===== src/rtl/param_acc_alu.sv =====
// Parametrised accumulator ALU: single-cycle arithmetic/logic ops and an
// iterative one-bit-per-clock shifter behind a Start/Busy/Done handshake.
module param_acc_alu #(
  parameter int unsigned WIDTH = 8,
  parameter int unsigned SHW   = $clog2(WIDTH)
) (
  input  logic             Clk,
  input  logic             Reset,
  input  logic             Start,
  input  logic [3:0]       Mode,
  input  logic [WIDTH-1:0] A,
  input  logic [WIDTH-1:0] B,
  input  logic             Cin,
  input  logic             UseAcc,
  output logic             Busy,
  output logic             Done,
  output logic [WIDTH-1:0] Y,
  output logic             CBF,
  output logic             OVF,
  output logic             Z
);

  localparam int unsigned XW  = WIDTH + 1;
  localparam int unsigned MSB = WIDTH - 1;

  localparam logic [3:0] M_ADD = 4'd0,  M_SUB = 4'd1,  M_INC = 4'd2,  M_DEC = 4'd3;
  localparam logic [3:0] M_AND = 4'd4,  M_OR  = 4'd5,  M_XOR = 4'd6,  M_NOT = 4'd7;
  localparam logic [3:0] M_SHL = 4'd8,  M_SHR = 4'd9,  M_SAR = 4'd10, M_ROL = 4'd11;
  localparam logic [3:0] M_ROR = 4'd12, M_PAS = 4'd13, M_CMP = 4'd14, M_CLR = 4'd15;

  typedef enum logic [1:0] {S_IDLE, S_EXEC, S_SHIFT} state_t;

  state_t           state_q, state_d;
  logic [3:0]       mode_q, mode_d;
  logic [WIDTH-1:0] opa_q, opa_d;
  logic [WIDTH-1:0] opb_q, opb_d;
  logic             cin_q, cin_d;
  logic [WIDTH-1:0] w_q, w_d;
  logic [SHW-1:0]   cnt_q, cnt_d;
  logic             last_q, last_d;
  logic [WIDTH-1:0] y_q, y_d;
  logic             cbf_q, cbf_d;
  logic             ovf_q, ovf_d;
  logic             z_q, z_d;
  logic             busy_q, busy_d;
  logic             done_q, done_d;

  logic [WIDTH-1:0] arg_b, add_y, add_res, log_res;
  logic [XW-1:0]    add_ext;
  logic             arg_c, add_ci, is_sub, add_co, add_ovf, add_cbf;

  // Shared adder: subtraction is opA + ~opB + ~borrow_in, so borrow = ~carry.
  always_comb begin : alu_comb
    arg_b  = opb_q;
    arg_c  = cin_q;
    is_sub = 1'b0;
    case (mode_q)
      M_SUB:   is_sub = 1'b1;
      M_INC:   begin arg_b = WIDTH'(1); arg_c = 1'b0; end
      M_DEC:   begin arg_b = WIDTH'(1); arg_c = 1'b0; is_sub = 1'b1; end
      M_CMP:   begin arg_c = 1'b0; is_sub = 1'b1; end
      default: ;
    endcase
    add_y   = is_sub ? ~arg_b : arg_b;
    add_ci  = is_sub ? ~arg_c : arg_c;
    add_ext = {1'b0, opa_q} + {1'b0, add_y} + XW'(add_ci);
    add_res = add_ext[WIDTH-1:0];
    add_co  = add_ext[WIDTH];
    add_ovf = add_co ^ (opa_q[MSB] ^ add_y[MSB] ^ add_res[MSB]);
    add_cbf = add_co ^ is_sub;

    case (mode_q)
      M_AND:   log_res = opa_q & opb_q;
      M_OR:    log_res = opa_q | opb_q;
      M_XOR:   log_res = opa_q ^ opb_q;
      M_NOT:   log_res = ~opa_q;
      M_PAS:   log_res = opb_q;
      default: log_res = '0;
    endcase
  end

  always_comb begin : next_comb
    state_d = state_q;
    mode_d  = mode_q;
    opa_d   = opa_q;
    opb_d   = opb_q;
    cin_d   = cin_q;
    w_d     = w_q;
    cnt_d   = cnt_q;
    last_d  = last_q;
    y_d     = y_q;
    cbf_d   = cbf_q;
    ovf_d   = ovf_q;
    z_d     = z_q;
    busy_d  = busy_q;
    done_d  = 1'b0;

    case (state_q)
      S_IDLE: begin
        if (Start) begin
          mode_d  = Mode;
          opa_d   = UseAcc ? y_q : A;
          opb_d   = B;
          cin_d   = Cin;
          w_d     = UseAcc ? y_q : A;
          cnt_d   = B[SHW-1:0];
          last_d  = 1'b0;
          busy_d  = 1'b1;
          state_d = (Mode >= M_SHL && Mode <= M_ROR) ? S_SHIFT : S_EXEC;
        end
      end
      S_EXEC: begin
        busy_d  = 1'b0;
        done_d  = 1'b1;
        state_d = S_IDLE;
        case (mode_q)
          M_ADD, M_SUB, M_INC, M_DEC: begin
            y_d   = add_res;
            cbf_d = add_cbf;
            ovf_d = add_ovf;
            z_d   = (add_res == '0);
          end
          M_CMP: begin
            cbf_d = add_cbf;
            ovf_d = add_ovf;
            z_d   = (add_res == '0);
          end
          default: begin
            y_d   = log_res;
            cbf_d = 1'b0;
            ovf_d = 1'b0;
            z_d   = (log_res == '0);
          end
        endcase
      end
      S_SHIFT: begin
        if (cnt_q == '0) begin
          y_d     = w_q;
          cbf_d   = last_q;
          ovf_d   = 1'b0;
          z_d     = (w_q == '0);
          busy_d  = 1'b0;
          done_d  = 1'b1;
          state_d = S_IDLE;
        end else begin
          cnt_d = cnt_q - SHW'(1);
          case (mode_q)
            M_SHL:   begin w_d = {w_q[MSB-1:0], 1'b0};       last_d = w_q[MSB]; end
            M_SHR:   begin w_d = {1'b0, w_q[MSB:1]};         last_d = w_q[0];   end
            M_SAR:   begin w_d = {w_q[MSB], w_q[MSB:1]};     last_d = w_q[0];   end
            M_ROL:   begin w_d = {w_q[MSB-1:0], w_q[MSB]};   last_d = w_q[MSB]; end
            default: begin w_d = {w_q[0], w_q[MSB:1]};       last_d = w_q[0];   end
          endcase
        end
      end
      default: state_d = S_IDLE;
    endcase
  end

  always_ff @(posedge Clk or posedge Reset) begin
    if (Reset) begin
      state_q <= S_IDLE;
      mode_q  <= '0;
      opa_q   <= '0;
      opb_q   <= '0;
      cin_q   <= 1'b0;
      w_q     <= '0;
      cnt_q   <= '0;
      last_q  <= 1'b0;
      y_q     <= '0;
      cbf_q   <= 1'b0;
      ovf_q   <= 1'b0;
      z_q     <= 1'b1;
      busy_q  <= 1'b0;
      done_q  <= 1'b0;
    end else begin
      state_q <= state_d;
      mode_q  <= mode_d;
      opa_q   <= opa_d;
      opb_q   <= opb_d;
      cin_q   <= cin_d;
      w_q     <= w_d;
      cnt_q   <= cnt_d;
      last_q  <= last_d;
      y_q     <= y_d;
      cbf_q   <= cbf_d;
      ovf_q   <= ovf_d;
      z_q     <= z_d;
      busy_q  <= busy_d;
      done_q  <= done_d;
    end
  end

  assign Busy = busy_q;
  assign Done = done_q;
  assign Y    = y_q;
  assign CBF  = cbf_q;
  assign OVF  = ovf_q;
  assign Z    = z_q;

endmodule

===== config.mk =====
export PLATFORM = sky130hd
export DESIGN_NAME = param_acc_alu
export DESIGN_NICKNAME = d
export VERILOG_FILES = /design/src/rtl/param_acc_alu.sv
export SDC_FILE = /design/constraint.sdc
export NUM_CORES = 1
export LEC_CHECK = 0
export ABC_AREA = 1
export CORE_MARGIN = 3
export CORE_UTILIZATION = 50
export DETAILED_ROUTE_END_ITERATION = 6
export GPL_TIMING_DRIVEN = 0
export PLACE_DENSITY = 0.83
export SLEW_MARGIN = 20
export SYNTH_ARGS = -nofsm -noshare
export SYNTH_HDL_FRONTEND = slang
export SYNTH_SLANG_ARGS = --single-unit

===== constraint.sdc =====
create_clock -name Clk -period 7.9 [get_ports Clk]
set_input_delay 0.79 -clock Clk [delete_from_list [all_inputs] [get_ports Clk]]
set_output_delay 0.79 -clock Clk [all_outputs]
set_load 0.02 [all_outputs]

==> results of run 1 <==
routing by layer:
layer,up-vias,track usage [%]
li1,1739,-
met1,1685,32.3
met2,157,40.5
met3,33,4.42
met4,0,9.17
met5,-,0
synthesized netlist by cell type:
library cell,instances
nand2_1,133
a21oi_1,23
a22oi_2,1
o21ai_0,53
inv_2,5
o211ai_1,5
nand2_2,1
nand4_1,4
a21oi_4,1
or2_2,1
o22ai_1,2
o31ai_1,1
clkbuf_1,10
nor4_1,2
mux2_2,1
xnor2_1,1
buf_6,1
o21ai_1,12
a21boi_0,2
o311ai_0,1
dfrtp_1,47
xor2_1,9
nand3b_1,5
ha_1,30
o21a_1,2
nor2_2,3
nand3_1,33
mux2i_1,2
nor2_1,39
fa_1,2
a31oi_1,1
o21ai_4,1
nor3_1,4
inv_1,66
nor2_4,2
dfstp_2,1
state kept, by name (all words and copies together) (netlist names):
signal,flops
cin_q,1
Y,8
last_q,1
OVF,1
Busy,1
state_q,2
mode_q,4
opa_q,8
w_q,8
CBF,1
opb_q,8
cnt_q,3
Done,1
Z,1
per-stage QoR:
step | cell area (µm²) | setup WS, ns | hold WS [ns] | std cells | utilization [%]
finish | 4210 | 4.24 | 0.497 | 649 | 61.2
global route | 4210 | 3.93 | 0.524 | 649 | 61.2
CTS | 4210 | 4.32 | 0.499 | 649 | 61.2
detailed placement | 4110 | 4.34 | 0.478 | 641 | 59.8
global placement | 4090 | 4.48 | 0.468 | 640 | 59.5
floorplan | 3600 | 4.99 | 0.447 | 507 | -
cell type report:
class / instances / area share [%]
Multi-Input combinational cell: 377 / 49.5
Buffer: 11 / 1.16
Inverter: 71 / 6.34
Tap cell: 96 / 2.86
Sequential cell: 48 / 28.6
Clock buffer: 7 / 2.05
Timing Repair Buffer: 38 / 9.28
Clock inverter: 1 / 0.208
critical path, cell delays in order, from the launching register on:
cell     delay [ns]
dfrtp_1        0.43
nor2_1         0.38
inv_1          0.26
nor2_1         0.45
nor2_1         0.10
xor2_1         0.19
fa_1           0.40
inv_1          0.12
fa_1           0.44
nor2_1         0.12
nand2_1        0.06
nor2_1         0.11
nand3_1        0.10
nor2_1         0.12
nand3_1        0.09
nand2_1        0.10
nand2_1        0.07
nand2_1        0.07
kinds of logic (layout without fill, tap and decap cells):
group | count (synthesis) | count (layout) | share of synthesized area (%)
simple gates | 227 | 227 | 26.7
xor+xnor | 10 | 10 | 2.43
mux | 3 | 3 | 0.869
buf+inv | 82 | 128 | 8.76
flops | 48 | 48 | 33.4
compound gates | 105 | 105 | 16.3
fa+ha+maj | 32 | 32 | 11.5
power breakdown:
part           switching (mW)  internal (mW)  total, mW
Sequential              0.105          0.367      0.472
Clock                  0.0906         0.0720      0.163
Combinational           0.913          0.494       1.41
Total                    1.11          0.933       2.04
worst max path at each step:
stage,endpoint,slack [ns],from
finish,Z$_DFFE_PP1P_,4.24,mode_q[2]$_DFFE_PP0P_
global route,CBF$_DFFE_PP0P_,3.93,mode_q[2]$_DFFE_PP0P_
detailed placement,Z$_DFFE_PP1P_,4.34,mode_q[2]$_DFFE_PP0P_
floorplan,Z$_DFFE_PP1P_,4.99,mode_q[3]$_DFFE_PP0P_
global placement,Z$_DFFE_PP1P_,4.48,mode_q[3]$_DFFE_PP0P_
CTS,Z$_DFFE_PP1P_,4.32,mode_q[3]$_DFFE_PP0P_
==> run summary, run 1 <==
initial drt markers -> 358
run status -> finished, final reports clean
post-synth top area share -> 32.7%
Via Count -> 3614
Crit Reg-Reg Endpoint -> Z$_DFFE_PP1P_
layout cells sized above 1 -> 4.88%
met1 WL -> 4.27 mm
total of max-cap violations -> 0
worst-path fanout max -> 9
RePlAce Congestion -> 0.981
Netlist cell types -> 36
Pleak -> 2.10 nW
Clock Skew -> 0.0133 ns
cts repair resizes -> 0
met3 wire length -> 737 µm
largest net degree at the start of global routing -> 29
final wirelength -> 10.0 mm
I/O Buffers -> 37
Synth warnings -> 0
row count -> 30
overall power -> 2.04 mW
most common cell after layout, fill and taps aside -> nand2_1
crit path DAT -> 3.92 ns
clock buffer depth -> 2
f_max -> 273 MHz
Pins Over Slew Limit -> 0
CP Launch Type -> register
top sig layer -> met4
Hold EP -> cin_q$_DFFE_PP0P_
Worst-path clk slew -> 0.09 ns
mapped cell area -> 3600 µm²
CTS Hold Bufs -> 0
Initial DRT Pass Iterations -> 6
H-Tree Level Count -> 2
RR Startpoint -> mode_q[2]$_DFFE_PP0P_
hold crit path type -> register to register
Post-CTS Setup Bufs -> 0
die width -> 90.9 µm
syn nets -> 564
#FFs+latches synth -> 48
commonest non-fill, non-tap cells in the layout -> nand2_1 (133), inv_1 (65), o21ai_0 (53)
critical path capture point type -> register
Req. time, crit path -> 8.16 ns
Overall Global Routing Usage -> 24.6%
Yosys top cell by area -> dfrtp_1
min Tclk post-route -> 3.66 ns
sequential cell area -> 1200 µm²
Final setup viols -> 0
initial antenna violation count -> 0
Power Dens Cells -> 485 nW/µm²
Final period util -> 46.4%
Final nets -> 609
Routed Antenna Nets -> 0
Routed WL per cell -> 15.4 µm
synth top area cells -> dfrtp_1 (33%), nand2_1 (14%), ha_1 (10%), o21ai_0 (7.4%), inv_1 (6.9%)
maximum VDD drop -> 244 µV
Hold Crit Start -> cin_q$_DFFE_PP0P_
Min-Delay Path Depth -> 2
CTS tree -> built
post-synthesis sequential area ratio -> 33.4%
Die Ht -> 90.9 µm
root buf cell -> clkbuf_8
met2 wire length -> 4.68 mm
global route overflow -> 0
I/O pin count -> 38
Final Hold Fails -> 0
total CTS buffers -> 5
Remaining DRCs -> 0
CP Class -> register to register
core area -> 6870 µm²
area of the multi-input gates -> 2080 µm²
Detailed Place HPWL -> 7.81 mm
Fill cells -> 600
Worst-Margin Slew -> 0.598 ns
Synth-to-Final Area Change -> 16.8%
RSZ-0062 raised after global routing -> no
vias per cell -> 5.57
R2R Setup Slk -> 4.24 ns
ant diodes -> 0
Clk Latency, worst-skew pair -> 0.31 ns
Post-Syn Instances -> 507
Slew headroom -> 60.0%
vias in the first global route -> 3466
die area -> 8250 µm²
Initial Util -> 52.4%
first-pass GRT wire length -> 16.4 mm
Worst R2R Path Depth -> 17
mean post-synth cell area -> 7.10 µm²
TritonCTS Sinks -> 48
Fin Setup TNS -> 0 ns
Note: power is estimated with default switching activity, not from simulation.
==> run 2: changes to the inputs <==
- clock period: 7.9 -> 3.8 ns (I/O delays scaled with it)
==> run summary, run 2 (synthesis gave the netlist of run 1 again) <==
final wirelength -> 10.0 mm (about the same)
cts repair resizes -> 0 (unchanged)
delay-heaviest family, CP -> simple AND/OR/NAND/NOR gates (unchanged)
maximum VDD drop -> 508 µV (was 244 µV)
Routed Antenna Nets -> 0 (unchanged)
total of max-cap violations -> 0 (unchanged)
f_max -> 298 MHz (was 273 MHz)
worst-path fanout max -> 9 (unchanged)
Slowest cell on crit path -> fa_1 (was nor2_1)
Via Count -> 3604 (was 3614)
CTS tree -> built (unchanged)
run status -> finished, final reports clean (unchanged)
Pins Over Slew Limit -> 0 (unchanged)
RSZ-0062 raised after global routing -> no (unchanged)
Worst-path clk slew -> 0.10 ns (was 0.09 ns)
H-Tree Level Count -> 2 (unchanged)
Post-CTS Setup Bufs -> 0 (unchanged)
Remaining DRCs -> 0 (unchanged)
Final period util -> 88.2% (was 46.4%)
CP cell instances -> nor2_2 > inv_1 > nor2_2 > nor2_1 > xor2_1 > fa_1 > inv_1 > fa_1 > nor2_1 > nand2_1 > nor2_1 > nand3_1 > nor2_1 > nand3_1 > nand2_1 > nand2_1 > nand2_1 (was nor2_1 > inv_1 > nor2_1 > nor2_1 > xor2_1 > fa_1 > inv_1 > fa_1 > nor2_1 > nand2_1 > nor2_1 > nand3_1 > nor2_1 > nand3_1 > nand2_1 > nand2_1 > nand2_1)
Fill cells -> 597 (was 600)
commonest non-fill, non-tap cells in the layout -> nand2_1 (133), inv_1 (65), o21ai_0 (53) (unchanged)
Clock Skew -> 0.0152 ns (was 0.0133 ns)
I/O Buffers -> 37 (unchanged)
initial antenna violation count -> 0 (unchanged)
total CTS buffers -> 5 (unchanged)
TritonCTS Sinks -> 48 (unchanged)
Detailed Place HPWL -> 7.81 mm (unchanged)
RePlAce Congestion -> 0.981 (unchanged)
most common cell after layout, fill and taps aside -> nand2_1 (unchanged)
root buf cell -> clkbuf_8 (unchanged)
first-pass GRT wire length -> 16.4 mm (unchanged)
utilization after layout -> 61.3% (was 61.2%)
initial drt markers -> 353 (was 358)
die area -> 8250 µm² (unchanged)
Fin Setup TNS -> 0 ns (unchanged)
row count -> 30 (unchanged)
Synth-to-Final Area Change -> 17.0% (was 16.8%)
CTS Hold Bufs -> 0 (unchanged)
I/O pin count -> 38 (unchanged)
Die Ht -> 90.9 µm (unchanged)
core area -> 6870 µm² (unchanged)
Overall Global Routing Usage -> 24.6% (unchanged)
hold crit path type -> input port to asynchronous set/reset pin (was register to register)
Slew headroom -> 60.5% (was 60.0%)
Final Hold Fails -> 0 (unchanged)
CP Depth -> 17 (unchanged)
Power Dens Cells -> 1010 nW/µm² (was 485 nW/µm²)
Pleak -> 2.10 nW (about the same)
worst path buffer plus inverter count -> 2 (unchanged)
ant diodes -> 0 (unchanged)
CP Launch Type -> register (unchanged)
Final setup viols -> 0 (unchanged)
critical path capture point type -> register (unchanged)
vias in the first global route -> 3466 (unchanged)
Initial Util -> 52.4% (unchanged)
vias per cell -> 5.55 (was 5.57)
layout cells sized above 1 -> 5.24% (was 4.88%)
Routed WL per cell -> 15.5 µm (was 15.4 µm)
die width -> 90.9 µm (unchanged)
global route overflow -> 0 (unchanged)
Worst-Margin Slew -> 0.590 ns (was 0.598 ns)
Req. time, crit path -> 4.06 ns (was 8.16 ns)
R2R Setup Slk -> 0.45 ns (was 4.24 ns)
Initial DRT Pass Iterations -> 5 (was 6)
Final nets -> 609 (unchanged)
min Tclk post-route -> 3.35 ns (was 3.66 ns)
CP peak stage delay -> 0.44 ns (was 0.45 ns)
clock buffer depth -> 2 (unchanged)
Worst R2R Path Depth -> 17 (unchanged)
Clk Latency, worst-skew pair -> 0.31 ns (about the same)
largest net degree at the start of global routing -> 29 (unchanged)
CP Class -> register to register (unchanged)
crit path DAT -> 3.61 ns (was 3.92 ns)
run 2: changes by cell type in the layout (fill, tap and decap cells not counted):
cell,previous run,this run
nor2_1,39,37
nor2_2,3,5
run 2: per-layer routing:
metal	share of wire [%]	vias to the layer above	track usage [%]
met3	7.3	31	4.42
met4	2.9	0	9.17
met5	0	-	0
met2	47	161	40.5
li1	-	1735	-
met1	43	1677	32.3
run 2: final cells by class:
| class | instances | area, µm² | area share [%] |
|---|---|---|---|
| Multi-Input combinational cell | 377 | 2090 | 49.6 |
| Sequential cell | 48 | 1200 | 28.6 |
| Timing Repair Buffer | 38 | 390 | 9.27 |
| Inverter | 71 | 267 | 6.33 |
| Tap cell | 96 | 120 | 2.85 |
| Clock buffer | 7 | 86.3 | 2.05 |
| Buffer | 11 | 48.8 | 1.16 |
| Clock inverter | 1 | 8.76 | 0.208 |
run 2: path summary, 6_finish.rpt:
path                                       start                  to
min in group Clk              last_q$_DFFE_PP0P_  last_q$_DFFE_PP0P_
min reg2reg                   last_q$_DFFE_PP0P_  last_q$_DFFE_PP0P_
max in group asynchronous                  Reset  w_q[7]$_DFFE_PP0P_
min                                        Reset    Y[0]$_DFFE_PP0P_
max                        mode_q[3]$_DFFE_PP0P_       Z$_DFFE_PP1P_
max reg2reg                mode_q[3]$_DFFE_PP0P_       Z$_DFFE_PP1P_
run 2: stage by stage:
step / hold WS (ns) / total power, mW / worst slack [ns] / instance area, µm² / std cells
floorplan: 0.447 / 3.04 / 0.891 / 3600 / 507
global placement: 0.468 / 3.73 / 0.382 / 4090 / 640
detailed placement: 0.478 / 3.83 / 0.244 / 4110 / 641
CTS: 0.416 / 4.19 / 0.215 / 4210 / 649
global route: 0.427 / 4.69 / 0.157 / 4210 / 649
finish: 0.405 / 4.25 / 0.448 / 4210 / 649
run 2: power by group:
part	internal, mW	switching, mW	leakage (nW)
Combinational	1.03	1.90	1.46
Clock	0.150	0.190	0.0484
Sequential	0.764	0.219	0.590
run 2: worst register-to-register path, cell delays in order (launching register included):
cell and delay (ns):
dfrtp_1 0.43, nor2_2 0.28, inv_1 0.22, nor2_2 0.31
nor2_1 0.09, xor2_1 0.18, fa_1 0.40, inv_1 0.11
fa_1 0.44, nor2_1 0.12, nand2_1 0.06, nor2_1 0.11
nand3_1 0.10, nor2_1 0.12, nand3_1 0.10, nand2_1 0.10
nand2_1 0.07, nand2_1 0.07
